==> src/rtl/qif_synapse.sv <==
`timescale 1ns/1ps
`default_nettype none
// ============================================================================
//  Module   : qif_synapse
//  Brief    : Synaptic current generator for the QIF neuron. It accepts spike
//             events over a valid/ready handshake and adds a programmable
//             signed weight for each source. It applies a periodic arithmetic
//             leak and saturates the 8-bit signed current.
//  Revision : 1.0 - initial release
// ============================================================================
module qif_synapse #(
   parameter int  N_IN        = 4,
   parameter int  DECAY_SHIFT = 2,
   parameter int  TICK_DIV    = 4,
   localparam int IDX_W       = $clog2(N_IN)
) (
   input  logic             clk,
   input  logic             rst_n,        // active-high asynchronous reset
   input  logic             spike_valid,
   input  logic [IDX_W-1:0] spike_idx,
   output logic             spike_ready,
   input  logic             wr_en,
   input  logic [IDX_W-1:0] wr_idx,
   input  logic [7:0]       wr_data,
   output logic [7:0]       I_syn,
   output logic             sat_flag
);

   localparam int                C_TICK_W    = (TICK_DIV > 1) ? $clog2(TICK_DIV) : 1;
   localparam logic [C_TICK_W-1:0] C_TICK_LAST = C_TICK_W'(TICK_DIV - 1);

   typedef enum logic [0:0] {
      ST_ACCUM = 1'b0,
      ST_DECAY = 1'b1
   } state_t;

   state_t              r_state;
   state_t              w_state_nxt;
   logic                r_run;          // low until the first clock after reset
   logic [C_TICK_W-1:0] r_tick;
   logic [C_TICK_W-1:0] w_tick_nxt;
   logic                w_ready;
   logic                w_decay;

   logic [7:0]          r_w [N_IN];
   logic [7:0]          w_wsel;
   logic [8:0]          w_sum;
   logic                w_accept;

   logic signed [7:0]   r_isyn;
   logic signed [7:0]   w_isyn_nxt;
   logic signed [7:0]   w_leak;
   logic                r_sat;
   logic                w_sat_nxt;

   // State, tick counter and run flag registers. The run flag keeps spike_ready
   // low until the first clock edge after reset is released.
   always_ff @(posedge clk or posedge rst_n) begin
      if (rst_n) begin
         r_state <= ST_ACCUM;
         r_tick  <= '0;
         r_run   <= 1'b0;
      end else begin
         r_state <= w_state_nxt;
         r_tick  <= w_tick_nxt;
         r_run   <= 1'b1;
      end
   end

   // Next-state logic. ACCUM counts TICK_DIV cycles, then DECAY lasts one cycle.
   always_comb begin
      w_state_nxt = r_state;
      w_tick_nxt  = r_tick;
      w_ready     = 1'b0;
      w_decay     = 1'b0;
      if (r_run) begin
         case (r_state)
            ST_ACCUM: begin
               w_ready = 1'b1;
               if (r_tick == C_TICK_LAST) begin
                  w_tick_nxt  = '0;
                  w_state_nxt = ST_DECAY;
               end else begin
                  w_tick_nxt  = r_tick + 1'b1;
               end
            end
            ST_DECAY: begin
               w_decay     = 1'b1;
               w_state_nxt = ST_ACCUM;
            end
            default: w_state_nxt = ST_ACCUM;
         endcase
      end
   end

   // Weight table. A write is allowed in any state. A spike that arrives in
   // the same cycle still reads the old value, because the write lands at the
   // clock edge.
   always_ff @(posedge clk or posedge rst_n) begin
      if (rst_n) begin
         for (int i = 0; i < N_IN; i++) begin
            r_w[i] <= '0;
         end
      end else if (wr_en) begin
         r_w[wr_idx] <= wr_data;
      end
   end

   // Current update. Leak and accumulate cannot overlap because spike_ready is
   // low in DECAY. The 9-bit sum is clamped by looking at its top two bits.
   always_comb begin
      w_accept   = spike_valid && w_ready;
      w_wsel     = r_w[spike_idx];
      w_sum      = {r_isyn[7], r_isyn} + {w_wsel[7], w_wsel};
      w_leak     = r_isyn - (r_isyn >>> DECAY_SHIFT);
      w_isyn_nxt = r_isyn;
      w_sat_nxt  = 1'b0;
      if (w_decay) begin
         w_isyn_nxt = w_leak;
      end else if (w_accept) begin
         case (w_sum[8:7])
            2'b01: begin
               w_isyn_nxt = 8'sd127;
               w_sat_nxt  = 1'b1;
            end
            2'b10: begin
               w_isyn_nxt = -8'sd128;
               w_sat_nxt  = 1'b1;
            end
            default: w_isyn_nxt = w_sum[7:0];
         endcase
      end
   end

   // Registered current and the one-cycle saturation pulse.
   always_ff @(posedge clk or posedge rst_n) begin
      if (rst_n) begin
         r_isyn <= '0;
         r_sat  <= 1'b0;
      end else begin
         r_isyn <= w_isyn_nxt;
         r_sat  <= w_sat_nxt;
      end
   end

   assign spike_ready = w_ready;
   assign I_syn       = r_isyn;
   assign sat_flag    = r_sat;

endmodule
`default_nettype wire

==> config.mk <==
export PLATFORM = sky130hd
export DESIGN_NAME = qif_synapse
export DESIGN_NICKNAME = d
export VERILOG_FILES = /design/src/rtl/qif_synapse.sv
export SDC_FILE = /design/constraint.sdc
export NUM_CORES = 1
export LEC_CHECK = 0
export ABC_AREA = 0
export BUFFER_PORTS_ARGS = -buffer_cell sky130_fd_sc_hd__buf_2
export CAP_MARGIN = 30
export CORE_UTILIZATION = 45
export CTS_CLUSTER_DIAMETER = 50
export DETAILED_ROUTE_END_ITERATION = 10
export PLACE_DENSITY = 0.68
export REMOVE_ABC_BUFFERS = 1
export SLEW_MARGIN = 5
export SYNTH_ARGS = -nofsm -noshare
export SYNTH_HDL_FRONTEND = slang
export SYNTH_SLANG_ARGS = --single-unit
export TNS_END_PERCENT = 1
==> constraint.sdc <==
create_clock -name clk -period 3.7 [get_ports clk]
set_clock_uncertainty 0.2 [all_clocks]
set_input_delay 0.37 -clock clk [delete_from_list [all_inputs] [get_ports clk]]
set_output_delay 0.37 -clock clk [all_outputs]
set_load 0.1 [all_outputs]
Word level (Yosys, flattened, before mapping)
Cells that the tools add are included.
{ "totals": {"register_bits": 45, "in_bits": 16, "output_inout_bits": 10, "elab_cells": 45} }
{ "classes": {"add_sub_neg": 3, "order_cmp": 3, "n_eq_ne": 3, "n_mux": 19, "bitwise": 3, "reduce_logical": 5} }
{ "op_table": {"columns": ["op", "n"], "rows": [
  ["8-bit two-way mux", 5],
  ["32-bit bitwise mux", 1],
  ["8-bit binary-select mux with 2-bit select", 1],
  ["8-bit demux with 2-bit select", 1],
  ["8-bit one-hot mux with 2 select lines", 1],
  ["8-bit by 8-bit adder with 9-bit output", 1],
  ["1-bit two-way mux", 8],
  ["8-bit by 6-bit subtractor with 8-bit output", 1],
  ["3-bit >= comparator, second input constant", 2],
  ["2-bit NOT with 3-bit output", 2],
  ["2-bit == test, second input constant", 2],
  ["3-bit by 1-bit < comparator with 1-bit output, second input constant", 1],
  ["2-bit by 1-bit adder with 2-bit output, second input constant", 1],
  ["2-bit by 1-bit == test with 1-bit output, second input constant", 1],
  ["1-bit logical AND", 2],
  ["2-bit two-way mux", 1],
  ["1-bit one-hot mux with 2 select lines", 1],
  ["2-bit AND reduction", 1],
  ["2-bit nonzero test", 1],
  ["2-bit OR reduction", 1],
  ["1-bit NOT", 1]
]} }

Logic depth before layout (Yosys ltp)
{ "logic_depth": {"ltp_word": 10, "ltp_mapped": 18} }

Worst setup path after synthesis
No wires, ideal clock.
{ "synth_timing": {"kind": "input port to flip-flop", "startpoint": "input spike_idx[0]", "endpoint": "register r_isyn[0], in the netlist I_syn[0]", "setup_ps": 104, "arrival_time_ps": 3546, "t_required_ps": 3396, "slack_ps": -149, "path_stages": 18, "path_cell_list": "buf_2 > mux4_2 > ha_1 > inv_1 > fa_1 > inv_1 > a21o_1 > a221o_1 > a21oi_1 > nand3_1 > o21ai_0 > ha_1 > clkbuf_1 > nor2b_1 > nor2_1 > nand2_1 > o21ai_0 > a221oi_1"} }
{ "synth_via": {"elab_chain_len": 9, "elab_cells_between_ends": 10, "classes_between": "add/sub (1); eq/ne (2); mux (6); bitwise (1)"} }
{ "synth_rtl": {"columns": ["item", "line", "source"], "rows": [
  ["from (decl)", "20", "input logic [IDX_W-1:0] spike_idx,"],
  ["2-bit NOT with 3-bit output (implied by the code) *", "113", "w_wsel = r_w[spike_idx];"],
  ["8-bit binary-select mux with 2-bit select *", "113", null],
  ["8-bit two-way mux (implied by the code) * (2 in series)", "113", null],
  ["8-bit by 8-bit adder with 9-bit output *", "114", "w_sum = {r_isyn[7], r_isyn} + {w_wsel[7], w_wsel};"],
  ["2-bit == test / 2-bit by 1-bit == test with 1-bit output (equally long branches)", "121", "case (w_sum[8:7])"],
  ["8-bit one-hot mux with 2 select lines *", "121", null],
  ["8-bit two-way mux *", "120", "end else if (w_accept) begin"],
  ["8-bit two-way mux *", "118", "if (w_decay) begin"],
  ["to (signal assigned)", "141", "r_isyn <= w_isyn_nxt;"],
  ["to (decl)", "50", "logic signed [7:0] r_isyn;"]
]} }
Every way passes the cells marked *; elsewhere a longest branch is shown, timed or not. The select of a mux whose other input is x is not followed.
A chain may end at the register's enable or synchronous reset.

Worst setup path after layout
{ "layout_timing": {"startpoint": "register r_w[16] in the netlist's numbering", "endpoint": "register r_isyn[3], in the netlist I_syn[3]"} }
{ "layout_via": {"elab_chain_len": 8, "elab_cells_between_ends": 9, "classes_between": "add/sub (1); eq/ne (2); mux (6)"} }
{ "layout_rtl": {"columns": ["item", "line", "source"], "rows": [
  ["from (decl)", "45", "logic [7:0] r_w [N_IN];"],
  ["from (signal, indexed assignment)", "105", "r_w[wr_idx] <= wr_data;"],
  ["8-bit binary-select mux with 2-bit select *", "113", null],
  ["8-bit two-way mux (implied by the code) * (2 in series)", "113", null],
  ["8-bit by 8-bit adder with 9-bit output *", "114", null],
  ["2-bit == test / 2-bit by 1-bit == test with 1-bit output (equally long branches)", "121", null],
  ["8-bit one-hot mux with 2 select lines *", "121", null],
  ["8-bit two-way mux *", "120", null],
  ["8-bit two-way mux *", "118", null]
]} }
Marks and branches as above.

==> out/qor.csv <==
metric;value;unit
antenna_found_initial;0;
synthCells;229;
r2r_start;r_w[16]$_DFFE_PP0P_;
worstMarginPinSlew;730;ps
setup_viol;0;
rr_worst_depth;17;
critPathMaxFanout;3;
die_h;79.4;um
maxCapViolations;0;
layout_common_cells;45 x dfrtp_1, 35 x mux2_2, 25 x buf_2;
row_count;27;
async_reset_ff_frac;1.00;
reg2reg_to;I_syn[3]$_DFFE_PP0P_;
antenna_cells;0;
grt_max_degree;46;
yosys_warnings;0;
port_buffers;25;
area.growth.synth_to_final;16.6;%
hold_violations;0;
ant_nets;0;
status;complete, no violations;
dr.pass1.iters;4;
maxSlewHeadroom;0.511;
cts_max_level;2;
die_area;6310;um2
grt_pass1_wl;9240;um
yosysTopAreaCell;dfrtp_1;
netlist.area_leader.share;0.417;
layout_commonest_cell;dfrtp_1;
critPathLaunchType;flop;
holdWs;2.85;ps
start_util;0.478;
pre_cts_slack;-131;ps
clk_path_buf_depth;2;
vias;1910;
grt_pass1_vias;2017;
cts_hold_buf;0;
ys_seq_area_frac;0.417;
worstPathArrival;3520;ps
wl_per_cell;15.6;um
ios;26;
endpoint;I_syn[3]$_DFFE_PP0P_;
syn_area;2700;um2
fmax;0.283;GHz
ys_ff_latch;45;
synth.distinct_cells;50;
drv_slew;0;
wl;5420;um
reg2reg_slack;160;ps
setup_tns;0;ps
avgViaCountPerCell;5.49;
avgSynthCellArea;11.8;um2
synth.top_cells.by_area;dfrtp_1 42%, mux2_2 15%, ha_1 8.3%;
hold_class;in2async;
cts.clk_slew.worst_paths;90;ps
cts.sinks;45;
drc;0;
cp.required;3680;ps
crit_path_end_kind;flop;
rsz0062_at_grt;true;
fillerInstances;492;
clock_latency;290;ps
cts_root_buf;clkbuf_8;
cts_tree;done;
overflow;0;
ys.flop_type;dfrtp_1;
fin_crit;3540;ps
drt_iter0_markers;62;
grt.total_usage;0.190;
core-area;5640;um2
place_congestion;0.787;
fin_crit_sh;0.955;
startpoint;r_w[16]$_DFFE_PP0P_;
drive_gt1_frac;0.391;
nets;311;
synth_edf_count;0;
die_width;79.4;um
setup_ws;165;ps
numCtsBuffers;5;
dpl.hpwl;4070;um
critPathKind;reg2reg;
## synthesized netlist by cell type (4+ instances only)
library cell	count
mux2_2	35
mux4_2	8
ha_1	18
nand2_1	9
nor2b_1	4
xor2_1	4
o21ai_0	14
nor2_1	8
a21oi_1	11
inv_1	15
dfrtp_1	45
## routing by layer
layer | part of all wire | wire length [um] | up-vias | track usage
met5 | 0 | 0 | - | 0
met4 | 0.0068 | 37 | 0 | 0.0436
met3 | 0.030 | 164 | 6 | 0.0377
met2 | 0.48 | 2630 | 37 | 0.336
met1 | 0.48 | 2590 | 926 | 0.238
li1 | - | - | 941 | -
## registers in the layout (all words and copies together), names as in the netlist
| signal | flops |
|---|---|
| r_w | 32 |
| r_state | 1 |
| I_syn | 8 |
| sat_flag | 1 |
| r_tick | 2 |
| r_run | 1 |
## critical path: stages, from the launching register on
cell and delay (ps):
dfrtp_1 380, mux4_2 450, ha_1 220, inv_1 80, fa_1 180, inv_1 40
a21o_1 190, a221o_1 340, a21oi_2 150, nand3_2 90, o21a_1 130, ha_1 180
nor2b_2 170, buf_4 130, a31oi_1 150, o22ai_1 100, a21oi_1 160, o31ai_1 90
## area by class of cell
class / instances / area [um2] / area share
clock buffer: 7 / 76.3 / 0.0243
clock inverter: 1 / 7.51 / 0.00239
inverter: 15 / 56.3 / 0.0179
multi-input combinational: 163 / 1520 / 0.482
sequential: 45 / 1130 / 0.358
tap: 72 / 90.1 / 0.0286
timing repair buffer: 45 / 275 / 0.0875
## how the worst min path moves through the flow
stage               depth (start not counted)           startpoint                   to
floorplan                                   1  r_w[10]$_DFFE_PP0P_  r_w[10]$_DFFE_PP0P_
global placement                            1  r_w[17]$_DFFE_PP0P_  r_w[17]$_DFFE_PP0P_
detailed placement                          1   r_w[0]$_DFFE_PP0P_   r_w[0]$_DFFE_PP0P_
CTS                                         3                rst_n      r_run$_DFF_PP0_
global route                                3                rst_n      r_run$_DFF_PP0_
finish                                      3                rst_n      r_run$_DFF_PP0_
## what timing repair did
item,4_1_cts,5_1_grt
setup endpoints to repair,0,6
setup buffers,0,1
endpoints found under the hold margin,0,0
gates resized for setup,0,10
## logic make-up (layout without fill, tap and decap cells)
group | Yosys count | after routing | synth area share
AOI/OAI and AO/OA | 56 | 56 | 0.141
DFF | 45 | 45 | 0.417
muxes | 43 | 43 | 0.213
and+or+nand+nor | 36 | 36 | 0.0760
buffers and inverters | 21 | 68 | 0.0301
adders and majority gates | 20 | 20 | 0.0983
xor gates and xnor gates | 7 | 7 | 0.0227
other | 1 | 1 | 0.00139
## through the flow
step | area [um2] | cells | util
2_1_floorplan | 2670 | 223 | -
3_3_place_gp | 3030 | 339 | 0.537
3_5_place_dp | 3030 | 339 | 0.537
4_1_cts | 3120 | 347 | 0.552
5_1_grt | 3150 | 348 | 0.558
6_report | 3150 | 348 | 0.558
Power is not shown: default switching activity piles up to over one toggle a cycle in this logic, so the estimate is an artifact.
